**config.mk**
```make
export PLATFORM = sky130hd
export DESIGN_NAME = ifetch_prefetch
export DESIGN_NICKNAME = d
export VERILOG_FILES = /design/src/rtl/ifetch_prefetch.sv
export SDC_FILE = /design/constraint.sdc
export NUM_CORES = 1
export LEC_CHECK = 0
export ABC_AREA = 1
export CORE_MARGIN = 5
export CORE_UTILIZATION = 45
export DETAILED_ROUTE_END_ITERATION = 10
export PLACE_DENSITY_LB_ADDON = 0.1
export REMOVE_ABC_BUFFERS = 1
export SYNTH_ARGS = -nofsm -noshare
export SYNTH_HDL_FRONTEND = slang
export SYNTH_SLANG_ARGS = --single-unit
```
**constraint.sdc**
```tcl
create_clock -name clk -period 5.5 [get_ports clk]
set_clock_uncertainty 0.05 [all_clocks]
set_input_delay 0.825 -clock clk [delete_from_list [all_inputs] [get_ports clk]]
set_output_delay 0.825 -clock clk [all_outputs]
set_load 0.02 [all_outputs]
```
**src/rtl/ifetch_prefetch.sv**
```systemverilog
// Instruction fetch/prefetch stage: one outstanding memory read,
// small FIFO of {pc, instr}, redirect flushes and restarts fetch.
module ifetch_prefetch #(
  parameter int unsigned DEPTH    = 4,
  parameter logic [15:0] RESET_PC = 16'h0000
) (
  input  logic                         clk,
  input  logic                         reset,
  output logic                         mem_req_o,
  output logic [15:0]                  mem_addr_o,
  input  logic                         mem_ack_i,
  input  logic [15:0]                  mem_rdata_i,
  output logic                         instr_valid_o,
  output logic [15:0]                  instr_o,
  output logic [15:0]                  instr_pc_o,
  input  logic                         instr_ready_i,
  input  logic                         redirect_i,
  input  logic [15:0]                  redirect_pc_i,
  output logic [$clog2(DEPTH+1)-1:0]   fifo_count_o
);

  localparam int PW = $clog2(DEPTH);
  localparam int CW = $clog2(DEPTH+1);
  localparam logic [CW-1:0] FULL = CW'(DEPTH);

  typedef enum logic [1:0] {
    IDLE,
    REQ,
    DROP
  } state_e;

  state_e          state_q;
  logic [15:0]     fetch_pc_q;
  logic [15:0]     drop_addr_q;
  logic [PW-1:0]   rd_ptr_q;
  logic [PW-1:0]   wr_ptr_q;
  logic [CW-1:0]   count_q;
  logic [15:0]     pc_mem_q  [DEPTH];
  logic [15:0]     ins_mem_q [DEPTH];

  logic            push;
  logic            pop;
  logic [CW-1:0]   cnt_pop;
  logic [CW-1:0]   count_d;
  logic            space;
  logic            room;

  assign instr_valid_o = (count_q != '0);
  assign instr_o       = ins_mem_q[rd_ptr_q];
  assign instr_pc_o    = pc_mem_q[rd_ptr_q];
  assign fifo_count_o  = count_q;

  assign mem_req_o  = (state_q == REQ) || (state_q == DROP);
  assign mem_addr_o = (state_q == DROP) ? drop_addr_q : fetch_pc_q;

  assign pop     = instr_valid_o && instr_ready_i && !redirect_i;
  assign push    = (state_q == REQ) && mem_ack_i && !redirect_i;
  assign cnt_pop = count_q - CW'(pop);
  assign count_d = cnt_pop + CW'(push);
  // Reserving a slot before issuing keeps an acked word from overflowing
  assign space   = (cnt_pop < FULL);
  assign room    = (count_d < FULL);

  always_ff @(posedge clk or posedge reset) begin
    if (reset) begin
      state_q     <= IDLE;
      fetch_pc_q  <= RESET_PC;
      drop_addr_q <= RESET_PC;
      rd_ptr_q    <= '0;
      wr_ptr_q    <= '0;
      count_q     <= '0;
      for (int i = 0; i < int'(DEPTH); i++) begin
        pc_mem_q[i]  <= '0;
        ins_mem_q[i] <= '0;
      end
    end else begin
      if (redirect_i) begin
        rd_ptr_q <= '0;
        wr_ptr_q <= '0;
        count_q  <= '0;
      end else begin
        if (push) begin
          pc_mem_q[wr_ptr_q]  <= fetch_pc_q;
          ins_mem_q[wr_ptr_q] <= mem_rdata_i;
          wr_ptr_q            <= wr_ptr_q + PW'(1);
        end
        if (pop) rd_ptr_q <= rd_ptr_q + PW'(1);
        count_q <= count_d;
      end

      unique case (state_q)
        IDLE: begin
          if (redirect_i) fetch_pc_q <= redirect_pc_i;
          else if (space) state_q <= REQ;
        end
        REQ: begin
          if (redirect_i) begin
            fetch_pc_q <= redirect_pc_i;
            if (mem_ack_i) begin
              state_q <= IDLE;
            end else begin
              state_q     <= DROP;
              drop_addr_q <= fetch_pc_q;
            end
          end else if (mem_ack_i) begin
            fetch_pc_q <= fetch_pc_q + 16'd1;
            state_q    <= room ? REQ : IDLE;
          end
        end
        DROP: begin
          if (redirect_i) fetch_pc_q <= redirect_pc_i;
          if (mem_ack_i) state_q <= IDLE;
        end
        default: state_q <= IDLE;
      endcase
    end
  end

endmodule

```
; Word level (Yosys, flattened, before mapping)
; Index checks and enable logic that the tools add are counted.
; W data, S select, Z words.
[totals]
inputBits = 37
register_bits = 169
out_inout_bits = 53
[op_classes]
n_mux = 28
n_reduce_logical = 17
magnitude_cmp = 5
bitwise_logic = 4
add_sub_neg = 5
n_eq_ne = 7
[op_table]
columns = cell, count
row1 = $mux W16, 9
row2 = $bwmux W64, 2
row3 = $bmux W16 S2, 2
row4 = $demux W16 S2, 1
row5 = $pmux W16 S2, 1
row6 = $mux W2, 10
row7 = $add A16 B1 Y16 const B, 1
row8 = $ge A3 B3 Y1 const B, 2
row9 = $lt A3 B3 Y1 const B, 2
row10 = $ne A2 B2 Y1 const B, 3
row11 = $not A2 Y3, 2
row12 = $pmux W2 S3, 1
row13 = $reduce_and A3 Y1, 2
row14 = $reduce_bool A2 Y1, 3
row15 = $logic_and A1 B1 Y1, 5
row16 = $add A2 B1 Y2 const B, 2
row17 = $reduce_and A4 Y1, 1
row18 = $add A3 B1 Y3, 1
row19 = $lt A3 B1 Y1 const B, 1
row20 = $mux W3, 1
row21 = $ne A3 B3 Y1 const B, 1
row22 = $reduce_bool A3 Y1, 1
row23 = $sub A3 B1 Y3, 1
row24 = $eq A2 B1 Y1 const B, 1
row25 = other kinds (9), 10

; Logic depth before layout (Yosys ltp)
[logic_depth]
ltp_word = 10
mapped_depth = 13
mapped_depth_nobuf = 13

; Worst setup path after synthesis
; Ideal clock, no wire load.
[synth_timing]
path_kind = flip-flop to output port
startpoint = reg rd_ptr_q[0]
endpoint = out instr_o[0]
arrival_ps = 1398
required_time_ps = 4625
slack_ps = 3227
path_buffers = 2
path_stages_with_launch = 6
cell_sequence = dfrtp_1 inv_1 clkbuf_1 clkbuf_1 nor2_1 o22ai_1
[synth_via]
elab_chain_cells = 4
[synth_rtl]
columns = element, line
row1 = "start, declared", 35  ; logic [PW-1:0] rd_ptr_q;
row2 = "start signal, assigned", 87  ; if (pop) rd_ptr_q <= rd_ptr_q + PW'(1);
row3 = $not A2 Y3 (implied by the code), 49  ; assign instr_o = ins_mem_q[rd_ptr_q];
row4 = $bmux W16 S2, 49
row5 = $mux W16 (implied by the code) (2 in a row), 49
row6 = "end, declared", 14  ; output logic [15:0] instr_o,
; No other way between the ends. The select of a mux whose other input is x is not followed.

; Worst setup path in the final report
[layout_timing]
startpoint = reg rd_ptr_q[1]
endpoint = out instr_pc_o[8]
[layout_via]
elab_chain_cells = 4
[layout_rtl]
columns = element, line
row1 = $not A2 Y3 (implied by the code), 50  ; assign instr_pc_o = pc_mem_q[rd_ptr_q];
row2 = $bmux W16 S2, 50
row3 = $mux W16 (implied by the code) (2 in a row), 50
row4 = "end, declared", 15  ; output logic [15:0] instr_pc_o,
; No other way between the ends. The select of a mux whose other input is x is not followed.

==> impl_metrics.toml <==
[die]
core-area_um2 = 17200
row_count = 48
initial_core_util = 0.455
io_pins = 90
die_y_um = 142
die_area_um2 = 20100
fp.dieW_um = 142

[drt]
first_pass_iters = 5
wl_per_cell_um = 15.4
vias = 6540
viasPerCell = 5.24
antenna_left = 0
wl_mm = 19.2
drcViolationCount = 0
dr.first_iter.drc_count = 383

[place]
portBuffers = 89
dpl-instance-area_um2 = 8810
dp_cells = 1218
gp_congestion = 0.915
preCtsSetupSlack_ns = 2.18
hpwl_mm = 11.3

[logic_synthesis]
ys_ff_latch = 169
netlist_instances = 953
yosysWarnings = 0
seq_area_frac_synth = 0.541
syn_area_per_cell_um2 = 8.20
synth_flop_cell = "dfrtp_1"
yosysUniqueCellTypes = 23
async_reset_ff_frac = 1.00
synth-edff-count = 0
syn_area_um2 = 7810

[power]
p_comb_frac = 0.419
p_int_mw = 3.52
p_sw_mw = 2.18
finalPower_mw = 5.70
p_seq_frac = 0.349
p_clk_frac = 0.232
p_leak_nw = 4.41
ir_worst_vdd_mv = 0.350
netSwitchingFraction = 0.383
p_per_area_nw_per_um2 = 603

[timing]
fin_hold_ws_ns = 0.429
finalHoldViolations = 0
grt_setup_unrepaired = "false"
setup_viol = 0
fin_tns_setup_ns = 0
finalMaxSlewViolations = 0
period_share = 0.682
tightestPinTransition_ns = 1.23
postLayoutSetupSlackWorst_ns = 1.75
min_period_ns = 3.75
slew_headroom = 0.182
max_freq_ghz = 0.267

[clock_network]
numCtsBuffers = 17
clk_latency_ns = 0.42
clock-sinks = 169
cts_buffer_depth = 2
clk_pin_slew_ns = 0.06
post-cts-setup-buffers = 0
cts_resized = 0
cts_root_buffer = "clkbuf_16"
hold_buffers = 0
cts_tree = "done"
cts_max_level = 4

[layout]
final_cell_count_no_fill = 1249
fillerInstances = 1637
num_antenna_cells = 0
finalInstanceArea_um2 = 9460
seq_area_um2 = 4230
nNetsFinal = 1061
multiInputGateArea_um2 = 3130
fin_util = 0.551
synthToLayoutAreaGrowth_pct = 21.1
layout-drive-gt1-share = 0.0459

[grt]
grt_max_degree = 104
gr-usage-all-layers = 0.198
grt-ovfl-total = 0
antenna_found_initial = 0
grt_pass1_wl_mm = 32.0
grt_pass1_vias = 6223

[worst_setup_path]
cp_data_arrival_time_ns = 2.88
cp_max_fo = 33
crit_required_ns = 4.62
end_kind = "output pin"
critPathLaunchType = "register"
crit_type = "register to output pin"

[run_status]
outcome = "finished clean"

[worst_hold_path]
hp-class = "register to register"

[run]
cap_viol_max_count = 0
## cell usage after synthesis (5+ instances only)
cell type  instances  area share
inv_1             59       0.028
nand2_1          226        0.11
o21ai_0          244        0.16
clkbuf_1          40       0.019
nand4_1            5      0.0040
o22ai_1           34       0.027
nand3_1           17       0.011
nor2_1           105       0.050
ha_1              12       0.019
dfrtp_1          169        0.54
a21oi_1            6      0.0038
buf_2             15      0.0096
## kinds of logic after synthesis
group	synth area share
AND/OR/NAND/NOR	0.183
AO/OA/AOI/OAI	0.193
flip-flops	0.541
buffers and inverters	0.0586
adder cells (fa/ha/maj)	0.0192
XOR/XNOR	0.00449
## sequential cells by signal, indices dropped and copies added (netlist names)
| signal | count |
|---|---|
| pc_mem_q | 64 |
| ins_mem_q | 64 |
| fifo_count_o | 3 |
| drop_addr_q | 16 |
| wr_ptr_q | 2 |
| fetch_pc_q | 16 |
| state_q | 2 |
| rd_ptr_q | 2 |
## layer usage
layer | global-route usage | vias to the layer above | share of wire
li1 | - | 3265 | -
met1 | 0.283 | 3111 | 0.48
met2 | 0.312 | 156 | 0.46
met3 | 0.0448 | 8 | 0.052
met4 | 0.0394 | 0 | 0.0055
met5 | 0 | - | 0
## layout by cell type, fill, tap and decap left out
master	count
or2_2	3
ha_1	12
buf_4	7
o21bai_1	1
o211ai_1	4
inv_2	1
xor2_1	3
a21oi_1	6
a21oi_2	1
clkinvlp_4	1
bufinv_16	5
o22ai_1	34
nand2_2	4
nor3_1	1
clkinv_2	1
inv_6	1
nand3_1	17
o21ai_0	244
nor2_1	105
and2_1	1
nand4_1	5
clkbuf_16	17
dfrtp_2	1
clkbuf_8	4
xnor2_1	1
clkdlybuf4s50_1	89
clkbuf_1	3
dfrtp_1	168
nor3_4	1
inv_1	57
nand2_1	226
## worst paths after layout
| kind | from | end | slack [ns] | cells after the start |
|---|---|---|---|---|
| max in group asynchronous | reset | pc_mem_q[36] | 3.41 | 3 |
| min | pc_mem_q[23] | pc_mem_q[23] | 0.43 | 2 |
| max reg2reg | state_q[0] | fetch_pc_q[11] | 2.48 | 10 |
| max | rd_ptr_q[1] | instr_pc_o[8] | 1.75 | 4 |
| min reg2reg | pc_mem_q[23] | pc_mem_q[23] | 0.43 | 2 |
| min in group asynchronous | reset | pc_mem_q[2] | 0.95 | 2 |
## area by class of cell
| class | instances | area share |
|---|---|---|
| clock buffer | 24 | 0.0520 |
| tap | 225 | 0.0298 |
| multi-input combinational | 669 | 0.330 |
| timing repair buffer | 96 | 0.0997 |
| clock inverter | 7 | 0.0172 |
| inverter | 59 | 0.0239 |
| sequential | 169 | 0.447 |
## power by group through the flow
stage | Combinational (mW) | Sequential [mW] | Clock [mW]
finish | 2.39 | 1.99 | 1.32
global route | 2.68 | 2.05 | 1.40
CTS | 2.42 | 1.98 | 1.35
detailed placement | 2.41 | 2.00 | 0
global placement | 2.39 | 1.99 | 0
floorplan | 1.43 | 1.97 | 0
## critical path, stage by stage (launching register included)
cell and delay [ns]:
dfrtp_1 0.37, inv_1 0.88, o21ai_0 0.22, o22ai_1 0.31
clkdlybuf4s50_1 0.67
(Power assumes the default switching activity.)
==> edit: new RTL, same flow settings <==
The parameter `DEPTH` goes from 4 to 2.
--- a/src/rtl/ifetch_prefetch.sv
+++ b/src/rtl/ifetch_prefetch.sv
@@ -1,7 +1,7 @@
 // Instruction fetch/prefetch stage: one outstanding memory read,
 // small FIFO of {pc, instr}, redirect flushes and restarts fetch.
 module ifetch_prefetch #(
-  parameter int unsigned DEPTH    = 4,
+  parameter int unsigned DEPTH    = 2,
   parameter logic [15:0] RESET_PC = 16'h0000
 ) (
   input  logic                         clk,
Interface: changed (resized fifo_count_o); port bits go from 90 to 89. The function was not compared with the original's and may differ.
==> edit against the original RTL <==
  * Final area down 35%
  * Clock power down 65%
  * Hold slack better by 9.2 ps
  * Sequential cell count shrank 67
  * Synthesized area fell by 36%
  * Cell count shrank 31%
  * Register-to-register slack improved by 510 ps
  * Die area shrank 34%
  * Routed wire length down 40%
  * First-iteration DRC count down 25%
  * Sequential share of layout area decreased by 2.9 points
  * Setup slack better by 270 ps
  * Power decreased by 39%
  * Count of clock-buffer cells in the layout is 14 lower
  * Critical endpoint is now mem_addr_o[8]
  * Largest power group unchanged
==> edit: results (changes against the original RTL) <==
List of most frequent post-synthesis cells: 253 x sky130_fd_sc_hd__nand2_1, 110 x sky130_fd_sc_hd__o21ai_0, 102 x sky130_fd_sc_hd__dfrtp_1, 52 x sky130_fd_sc_hd__inv_1, 35 x sky130_fd_sc_hd__nor2_1 (was 244 x sky130_fd_sc_hd__o21ai_0, 226 x sky130_fd_sc_hd__nand2_1, 169 x sky130_fd_sc_hd__dfrtp_1, 105 x sky130_fd_sc_hd__nor2_1, 59 x sky130_fd_sc_hd__inv_1). The first-pass GRT wire length was 19.7 mm (was 32.0 mm); the fraction of layout instances using a drive strength above 1 was 0.0470 (was 0.0459). The weighted congestion reported at the end of routability-driven placement was 0.835 (was 0.915). The tools report the proportion of synthesized chip area in sequential cells as 0.509 (was 0.541).

The run gives 4,124 (was 6,223) as the via count of the first global-routing pass. Count of unique library cells instantiated by Yosys: 31 (was 23). For the leakage component of the power, the log shows 2.96 nW (was 4.41 nW). The switching component of the power is 1.50 mW (was 2.18 mW). The clock insertion delay at the later pin of the skew report was 360 ps (was 420 ps); the arrival time of data at the critical path endpoint was 2610 ps (was 2880 ps). The run gives 2270 ps (was 2180 ps) as the pre-CTS setup slack. The buffer cell driving the clock tree root is sky130_fd_sc_hd__clkbuf_8 (was sky130_fd_sc_hd__clkbuf_16). The average detailed-routed wire length per instance is 13.4 µm (was 15.4 µm), and the length of the first detailed-routing pass in iterations is 4 (was 5). The post-layout net count is 763 (was 1,061). Top flop regs: ins_mem_q: 32 flops, pc_mem_q: 32 flops (was ins_mem_q: 64 flops, pc_mem_q: 64 flops). Starting DRC count in detailed routing: 289 (was 383). Global-route total usage across every layer: 0.182 (was 0.198).

The arithmetic-cell share of the synthesized area counting full adders, half adders and majority gates came out at 0.0150 (was 0.0192). The run gives 7.81 mm (was 11.3 mm) as the placed wire-length estimate after detailed placement. The tools report the largest net degree at the start of global routing as 69 (was 104).

The H-tree depth is 3 (was 4), and the complex-gate fraction of the synthesized area is 0.135 (was 0.193). For the total clock buffers created by CTS, the log shows 9 (was 17). The clock slew seen by the registers of the worst setup and hold paths was 90 ps (was 60 ps). The logs give 317 µV (was 350 µV) for the worst IR drop on VDD and 4,302 (was 6,540) for the via count. The flow ran to the end, and the final reports show no timing, DRC or antenna violations.

The pin slew with the least headroom to its limit is 1120 ps (was 1230 ps), and the filler cell count in the final layout is 1,051 (was 1,637).
## edit: path summary, 6_finish.rpt
kind	from	endpoint	slack (ps)	depth (start not counted)
worst max-delay path	state_q[0]	mem_addr_o[8]	2020	6
worst min-delay path	drop_addr_q[15]	drop_addr_q[15]	440	2
worst max register to register	state_q[0]	fetch_pc_q[6]	2990	6
worst min register to register	drop_addr_q[15]	drop_addr_q[15]	440	2
max in group asynchronous	reset	pc_mem_q[24]	3490	3
min in group asynchronous	reset	ins_mem_q[29]	940	2
## edit: final cells by class
type,count,share of cell area
clock buffer,10,0.0209
clock inverter,5,0.00983
inverter,55,0.0346
multi-input combinational,461,0.340
sequential,102,0.418
tap,140,0.0287
timing repair buffer,91,0.148
## edit: cell families (layout without fill, tap and decap cells)
logic type / Yosys count / after routing
XOR/XNOR: 2 / 2
AND/OR/NAND/NOR: 324 / 324
adder cells (fa/ha/maj): 6 / 6
AO/OA/AOI/OAI: 129 / 129
buffers and inverters: 88 / 161
flip-flops: 102 / 102
## edit: critical path: stages (launching register included)
cell and delay, ps:
sky130_fd_sc_hd__dfrtp_1 430, sky130_fd_sc_hd__inv_1 120, sky130_fd_sc_hd__ha_1 500, sky130_fd_sc_hd__buf_4 320
sky130_fd_sc_hd__nand2_1 70, sky130_fd_sc_hd__o21ai_0 120, sky130_fd_sc_hd__clkdlybuf4s50_1 670
## edit: power groups by stage
stage / Sequential (mW) / Combinational, mW / Clock (mW)
3_3_place_gp: 1.30 / 1.73 / 0
4_1_cts: 1.30 / 1.77 / 0.479
6_report: 1.30 / 1.74 / 0.463
5_1_grt: 1.35 / 1.97 / 0.510
3_5_place_dp: 1.31 / 1.76 / 0
2_1_floorplan: 1.27 / 1.08 / 0
## edit: stage by stage
stage / std cells / cell area [µm²]
global placement: 849 / 5920
floorplan: 618 / 4840
CTS: 864 / 6110
finish: 864 / 6110
detailed placement: 849 / 5920
global route: 864 / 6110
## edit: layer usage
layer  wire length (µm)  vias to the layer above  global-route usage
met2               5240                      104               0.289
met4                202                        0              0.0626
met3                568                       17              0.0261
met5                  0                        -                   0
li1                   -                     2191                   -
met1               5530                     1990               0.258
